==> config.mk <==
export PLATFORM = sky130hd
export DESIGN_NAME = imm_sequencer
export DESIGN_NICKNAME = d
export VERILOG_FILES = /design/src/rtl/imm_sequencer.sv
export SDC_FILE = /design/constraint.sdc
export NUM_CORES = 1
export LEC_CHECK = 0
export CORE_MARGIN = 2
export CORE_UTILIZATION = 35
export CTS_CLUSTER_DIAMETER = 60
export DETAILED_ROUTE_END_ITERATION = 7
export MAX_ROUTING_LAYER = met4
export PLACE_DENSITY_LB_ADDON = 0.3
export SYNTH_ARGS = -nofsm -noshare
export SYNTH_HDL_FRONTEND = slang
export SYNTH_SLANG_ARGS = --single-unit
==> constraint.sdc <==
create_clock -name clk -period 1 [get_ports clk]
set_input_delay 0.15 -clock clk [delete_from_list [all_inputs] [get_ports clk]]
set_output_delay 0.15 -clock clk [all_outputs]
set_load 0.02 [all_outputs]
==> src/rtl/imm_sequencer.sv <==
// Immediate-operand sequencer: forms the ALU B operand from decoded immediates
// into a one-entry output register. Prefix merging is built only with IMM_PREFIX_EN.
module imm_sequencer (
  input  logic        clk,
  input  logic        reset,
  input  logic        inValid,
  output logic        inReady,
  input  logic [7:0]  immediate,
  input  logic [2:0]  immClass,
  input  logic [15:0] regOperand,
  output logic        outValid,
  input  logic        outReady,
  output logic [15:0] extImm,
  output logic        signExtImm,
  output logic        prefixPending,
  output logic        prefixErr,
  output logic        illegal
);

  localparam logic [2:0] CLS_REG    = 3'd0;
  localparam logic [2:0] CLS_SIMM   = 3'd1;
  localparam logic [2:0] CLS_UIMM   = 3'd2;
  localparam logic [2:0] CLS_LUI    = 3'd3;
  localparam logic [2:0] CLS_PREFIX = 3'd4;
  localparam logic [2:0] CLS_SHIFT  = 3'd5;

  logic        out_valid_q, out_valid_d;
  logic [15:0] ext_imm_q, ext_imm_d;
  logic        sign_ext_q, sign_ext_d;
  logic        prefix_err_q, prefix_err_d;
  logic        illegal_q, illegal_d;

  logic        accept;
  logic        is_reserved;
  logic [15:0] formed_ext;
  logic        formed_sign;

`ifdef IMM_PREFIX_EN
  typedef enum logic {IDLE, PREFIXED} state_e;
  state_e      state_q, state_d;
  logic [7:0]  upper_byte_q, upper_byte_d;
`endif

  // A held entry stalls every request, prefixes included.
  assign inReady = !out_valid_q || outReady;
  assign accept  = inValid && inReady;

`ifdef IMM_PREFIX_EN
  assign is_reserved = immClass[2] && immClass[1];
`else
  assign is_reserved = immClass[2] && (immClass[1] || !immClass[0]);
`endif

  // Operand as formed with no prefix in effect.
  always_comb begin
    formed_ext  = regOperand;
    formed_sign = 1'b0;
    case (immClass)
      CLS_REG:   formed_ext = regOperand;
      CLS_SIMM: begin
        formed_ext  = {{8{immediate[7]}}, immediate};
        formed_sign = 1'b1;
      end
      CLS_UIMM:  formed_ext = {8'h00, immediate};
      CLS_LUI:   formed_ext = {immediate, 8'h00};
      CLS_SHIFT: formed_ext = {12'h000, immediate[3:0]};
      default:   formed_ext = regOperand;
    endcase
  end

  always_comb begin
    out_valid_d  = out_valid_q && !outReady;
    ext_imm_d    = ext_imm_q;
    sign_ext_d   = sign_ext_q;
    prefix_err_d = 1'b0;
    illegal_d    = 1'b0;
`ifdef IMM_PREFIX_EN
    state_d      = state_q;
    upper_byte_d = upper_byte_q;
    if (accept) begin
      if (immClass == CLS_PREFIX) begin
        upper_byte_d = immediate;
        state_d      = PREFIXED;
        prefix_err_d = (state_q == PREFIXED);
      end else begin
        out_valid_d = 1'b1;
        ext_imm_d   = formed_ext;
        sign_ext_d  = formed_sign;
        illegal_d   = is_reserved;
        state_d     = IDLE;
        if (state_q == PREFIXED) begin
          // Only plain immediates can take the captured upper byte.
          if (immClass == CLS_SIMM || immClass == CLS_UIMM) begin
            ext_imm_d  = {upper_byte_q, immediate};
            sign_ext_d = 1'b0;
          end else begin
            prefix_err_d = 1'b1;
          end
        end
      end
    end
`else
    if (accept) begin
      out_valid_d = 1'b1;
      ext_imm_d   = formed_ext;
      sign_ext_d  = formed_sign;
      illegal_d   = is_reserved;
    end
`endif
  end

  always_ff @(posedge clk) begin
    if (reset) begin
      out_valid_q  <= 1'b0;
      ext_imm_q    <= 16'h0000;
      sign_ext_q   <= 1'b0;
      prefix_err_q <= 1'b0;
      illegal_q    <= 1'b0;
`ifdef IMM_PREFIX_EN
      state_q      <= IDLE;
      upper_byte_q <= 8'h00;
`endif
    end else begin
      out_valid_q  <= out_valid_d;
      ext_imm_q    <= ext_imm_d;
      sign_ext_q   <= sign_ext_d;
      prefix_err_q <= prefix_err_d;
      illegal_q    <= illegal_d;
`ifdef IMM_PREFIX_EN
      state_q      <= state_d;
      upper_byte_q <= upper_byte_d;
`endif
    end
  end

  assign outValid   = out_valid_q;
  assign extImm     = ext_imm_q;
  assign signExtImm = sign_ext_q;
  assign illegal    = illegal_q;
`ifdef IMM_PREFIX_EN
  assign prefixPending = (state_q == PREFIXED);
  assign prefixErr     = prefix_err_q;
`else
  assign prefixPending = 1'b0;
  assign prefixErr     = 1'b0;
`endif

endmodule

Yosys cells after proc, flatten, opt, wreduce, memory -nomap -nowiden
Index checks and enable logic that the tools add are counted.

Bitwise operators: 1. Multiplexer cells: 3. Equal/unequal tests: 4. Reductions and logical operators: 9.

Operators by type and width (number): $pmux W16 S4 (1); $eq A3 B2 Y1 const B (2); $eq A3 B1 Y1 const B (1); $eq A3 B3 Y1 const B (1); $logic_and A1 B1 Y1 (3); $logic_not A1 Y1 (3); $logic_or A1 B1 Y1 (2); $mux W1 (2); $reduce_or A2 Y1 (1); $not A1 Y1 (1).

Register bits: 19. Input port bits: 31. Output and inout port bits: 22. Logic and storage cells: 21.

Longest topological paths before layout
Word-level depth: 5. Mapped depth: 5. Mapped depth without buffers: 4.

Worst setup path after synthesis
OpenSTA, ideal clock, no wires.

Path type: register to register. From: register out_valid_q (netlist: outValid). To: register ext_imm_q[3] (netlist: extImm[3]). Setup slack: -0.357 ns. Clock period less this slack: 1.357 ns. Cell stages (with the launch flop): 6. Buffers on the path: 1. Setup time: 0.078 ns. Data required time: 0.922 ns. Arrival: 1.279 ns. Cells stage by stage: dfxtp_1 > nand2b_1 > nand2_1 > clkbuf_1 > a221oi_1 > nor3_1.

Longest elaborated chain between the ends: 3.

RTL lines: start: declaration (line 27) `logic out_valid_q, out_valid_d;`; start signal: assignment (line 124) `out_valid_q <= out_valid_d;`; $logic_not A1 Y1 (line 45) `assign inReady = !out_valid_q || outReady;`; $logic_or A1 B1 Y1 (line 45); net inReady (line 7) `output logic inReady,`; $logic_and A1 B1 Y1 (line 46) `assign accept = inValid && inReady;`; end signal: assignment (line 125) `ext_imm_q <= ext_imm_d;`; end: declaration (line 28) `logic [15:0] ext_imm_q, ext_imm_d;`.

The timed path passes the listed nets, and every way through them passes these cells. A chain may end at the register's enable or synchronous reset.

Worst setup path after layout
From: register out_valid_q (netlist: outValid). To: register sign_ext_q (netlist: signExtImm).

Longest elaborated chain between the ends: 3.

RTL lines: $logic_not A1 Y1 (line 45); $logic_or A1 B1 Y1 (line 45); $logic_and A1 B1 Y1 (line 46); end signal: assignment (line 126) `sign_ext_q <= sign_ext_d;`; end: declaration (line 29) `logic sign_ext_q, sign_ext_d;`.

Every way passes these cells.

==> out/metrics.yaml <==
run_status:
  status: "finished with violations"
  violations: "design-rule violations, negative setup slack"
synthesis:
  yosysUniqueCellTypes: 29
  syn_inst: 129
  yosysWarnings: 0
  synth_area_per_cell_sq_um: 8.15
  ys_ff_latch: 19
  yosysSeqAreaShare_pct: 36.2
  synth_area_sq_mm: 0.00105
setup_path:
  reg2reg_slack_ns: -0.16
  cp_max_fo: 7
  slowest_stage: "dfxtp_4"
  path_cells: "nand2b_4, buf_12, nand2_8, or3_4, a21oi_2"
  r2r-end: "signExtImm$_SDFFE_PP0P_"
  max_stage_delay_ns: 0.37
  path_delay_family: "simple AND/OR/NAND/NOR gates"
  worstRegToRegCells: 5
  reg2reg_from: "outValid$_SDFF_PP0_"
  path_buf_inv: 1
  crit_type: "register to register"
  end_kind: "register"
  worstPathRequired_ns: 1.25
  cp_data_arrival_time_ns: 1.41
  cp-start-kind: "register"
pwr:
  vdd_drop_max_mv: 0.525
  p_per_area_mw_per_mm2: 1060
  p_total_mw: 1.98
  p_leak_nw: 0.800
clock_tree:
  path_clk_slew_ns: 0.11
  htreeDepth: 1
  tritoncts: "built"
  clockBufferDepth: 2
  cts_made_buffers: 3
  clock_sinks: 19
  cts-root-buf: "clkbuf_4"
  insertion_delay_ns: 0.30
timing:
  rsz0062_at_grt: "true"
  min_period_over_period_pct: 116
  fin_setup_tns_ns: -2.10
  timing.final.crit_period_ns: 1.16
  whs_ns: 0.393
  setup_slack_ns: -0.165
  max_clock_freq_mhz: 859
  hold_viol: 0
  slew_violations: 0
  setup_violations: 19
  fin_skew_ns: 0.00119
finish:
  n_fill_cell: 240
  num_antenna_cells: 0
  final_area_sq_mm: 0.00186
  drive_above_1_share_pct: 42.3
  area_growth_pct: 77.4
  nets: 226
die:
  chipWidth_um: 58.8
  start_util_pct: 37.5
  die_h_um: 58.8
  core-area_sq_mm: 0.00281
  dieArea_sq_mm: 0.00346
  num_rows: 19
  ios: 53
min_path:
  min_delay_path_depth: 4
  hp-start: "outReady"
  hold_path_end: "outValid$_SDFF_PP0_"
  hold_path_class: "input port to register"
global_routing:
  grt_usage_pct: 23.4
  globalRouteOverflowTotal: 0
  grt_pass1_vias: 1308
  grt_max_degree: 13
  grt_pass1_wl_um: 5890
  antenna_found_initial: 0
route:
  drc_errors: 4
  wire_per_inst_um: 16.4
  dr_total_vias: 1268
  drt-initial-drc-count: 53
  drt_wl_total_um: 3700
  postRouteAntennaNets: 0
  vias_per_cell: 5.64
  dr.pass1.iters: 6
placement:
  dpl.hpwl_um: 2520
  pre_cts_slack_ns: -0.629
  io_buffers: 50
  gp_congestion: 0.919
  place_area_sq_mm: 0.00170
flow_run:
  cap_violations: 0
[how the worst max path moves through the flow]
| stage | slack (ns) | cells past startpoint | from | endpoint |
|---|---|---|---|---|
| 4_1_cts | -0.15 | 5 | outValid$_SDFF_PP0_ | signExtImm$_SDFFE_PP0P_ |
| 5_1_grt | -0.24 | 7 | outValid$_SDFF_PP0_ | extImm[9]$_SDFFE_PP0P_ |
| 2_1_floorplan | -0.08 | 5 | outValid$_SDFF_PP0_ | extImm[6]$_SDFFE_PP0P_ |
| 3_3_place_gp | -0.58 | 6 | immClass[2] | extImm[7]$_SDFFE_PP0P_ |
| 6_report | -0.16 | 5 | outValid$_SDFF_PP0_ | signExtImm$_SDFFE_PP0P_ |
| 3_5_place_dp | -0.63 | 6 | immClass[2] | extImm[10]$_SDFFE_PP0P_ |
[through the flow]
step / instances / util (%)
final: 225 / 66.5
after global routing: 225 / 66.5
after CTS: 224 / 64.0
after detailed placement: 215 / 60.7
after global placement: 215 / 60.7
after floorplan: 130 / -
[state kept, by name, summed over array words and instances, names as in the netlist]
register    cells
illegal         1
extImm         16
signExtImm      1
outValid        1
[cell usage after synthesis]
cell type / count / area, sq um
dfxtp_1: 19 / 380
a21oi_1: 16 / 80.1
nand2_1: 16 / 60.1
nor2_1: 12 / 45.0
a211oi_1: 7 / 52.6
a22oi_1: 7 / 52.6
nor3_1: 5 / 25.0
a221oi_1: 4 / 35.0
buf_2: 4 / 20.0
clkbuf_1: 4 / 15.0
nand2b_1: 4 / 25.0
a211o_1: 3 / 26.3
a21o_1: 3 / 22.5
a221o_1: 3 / 30.0
nand3b_1: 3 / 22.5
nor3b_2: 3 / 37.5
buf_4: 2 / 15.0
buf_6: 2 / 22.5
o211ai_1: 2 / 15.0
a211oi_2: 1 / 12.5
and2_1: 1 / 6.26
and2b_2: 1 / 8.76
and3b_1: 1 / 8.76
and4b_1: 1 / 10.0
conb_1: 1 / 3.75
inv_1: 1 / 3.75
inv_2: 1 / 3.75
o21ai_1: 1 / 5.00
or3_1: 1 / 6.26
[worst min-delay path, cell delays in order]
cell	delay [ns]
dlygate4sd2_1	0.20
nand2b_4	0.14
buf_12	0.11
a21oi_1	0.06
[layer usage]
metal  up-vias  wire length (um)  GRT usage, %
met1       607              1490          25.9
met2        49              1890          39.2
li1        602                 -             -
met3        10               209          2.86
met5         -                 0             -
met4         0               121          15.3
[repair_timing]
| item | CTS | global route |
|---|---|---|
| setup endpoints to repair | 38 | 31 |
| gates cloned | 3 | 0 |
| hold buffers | 0 | 0 |
| setup buffers | 3 | 1 |
| gates resized for setup | 113 | 23 |
| pin swaps | 11 | 4 |
[cells by family after synthesis]
group,after synthesis,synth area share [%]
other cells,1,0.357
compound gates,47,31.5
flops,19,36.2
simple gates,48,24.3
buf+inv,14,7.62
[power breakdown]
group	leakage, nW	total, mW	switching (mW)	internal (mW)
clock network	0.0150	0.400	0.244	0.155
registers	0.158	0.839	0.0285	0.810
logic	0.627	0.738	0.365	0.372
total	0.800	1.98	0.638	1.34
[placed cells by master, fill, tap and decap left out, drive strengths merged]
master          n
a211o           3
a211oi          8
a21o            3
a21oi          16
a221o           3
a221oi          4
a22oi           7
and2            1
and2b           1
and3b           1
and4b           1
buf            41
bufbuf          1
clkbuf          4
clkdlybuf4s50  22
conb            2
dfxtp          19
dlygate4sd2     7
inv             2
nand2          17
nand2b          4
nand3b          3
nor2           12
nor3            5
nor3b           3
o211ai          2
o21ai           1
or3             1
[area by class of cell]
type | instances | area (sq um) | share of cell area [%]
multi-input cells | 98 | 751 | 40.3
repair buffers | 71 | 654 | 35.1
flip-flops and latches | 19 | 387 | 20.7
well taps | 31 | 38.8 | 2.08
clock buffers | 4 | 26.3 | 1.41
inverters | 2 | 7.51 | 0.403
No activity file was read; power rests on OpenSTA's default activity.
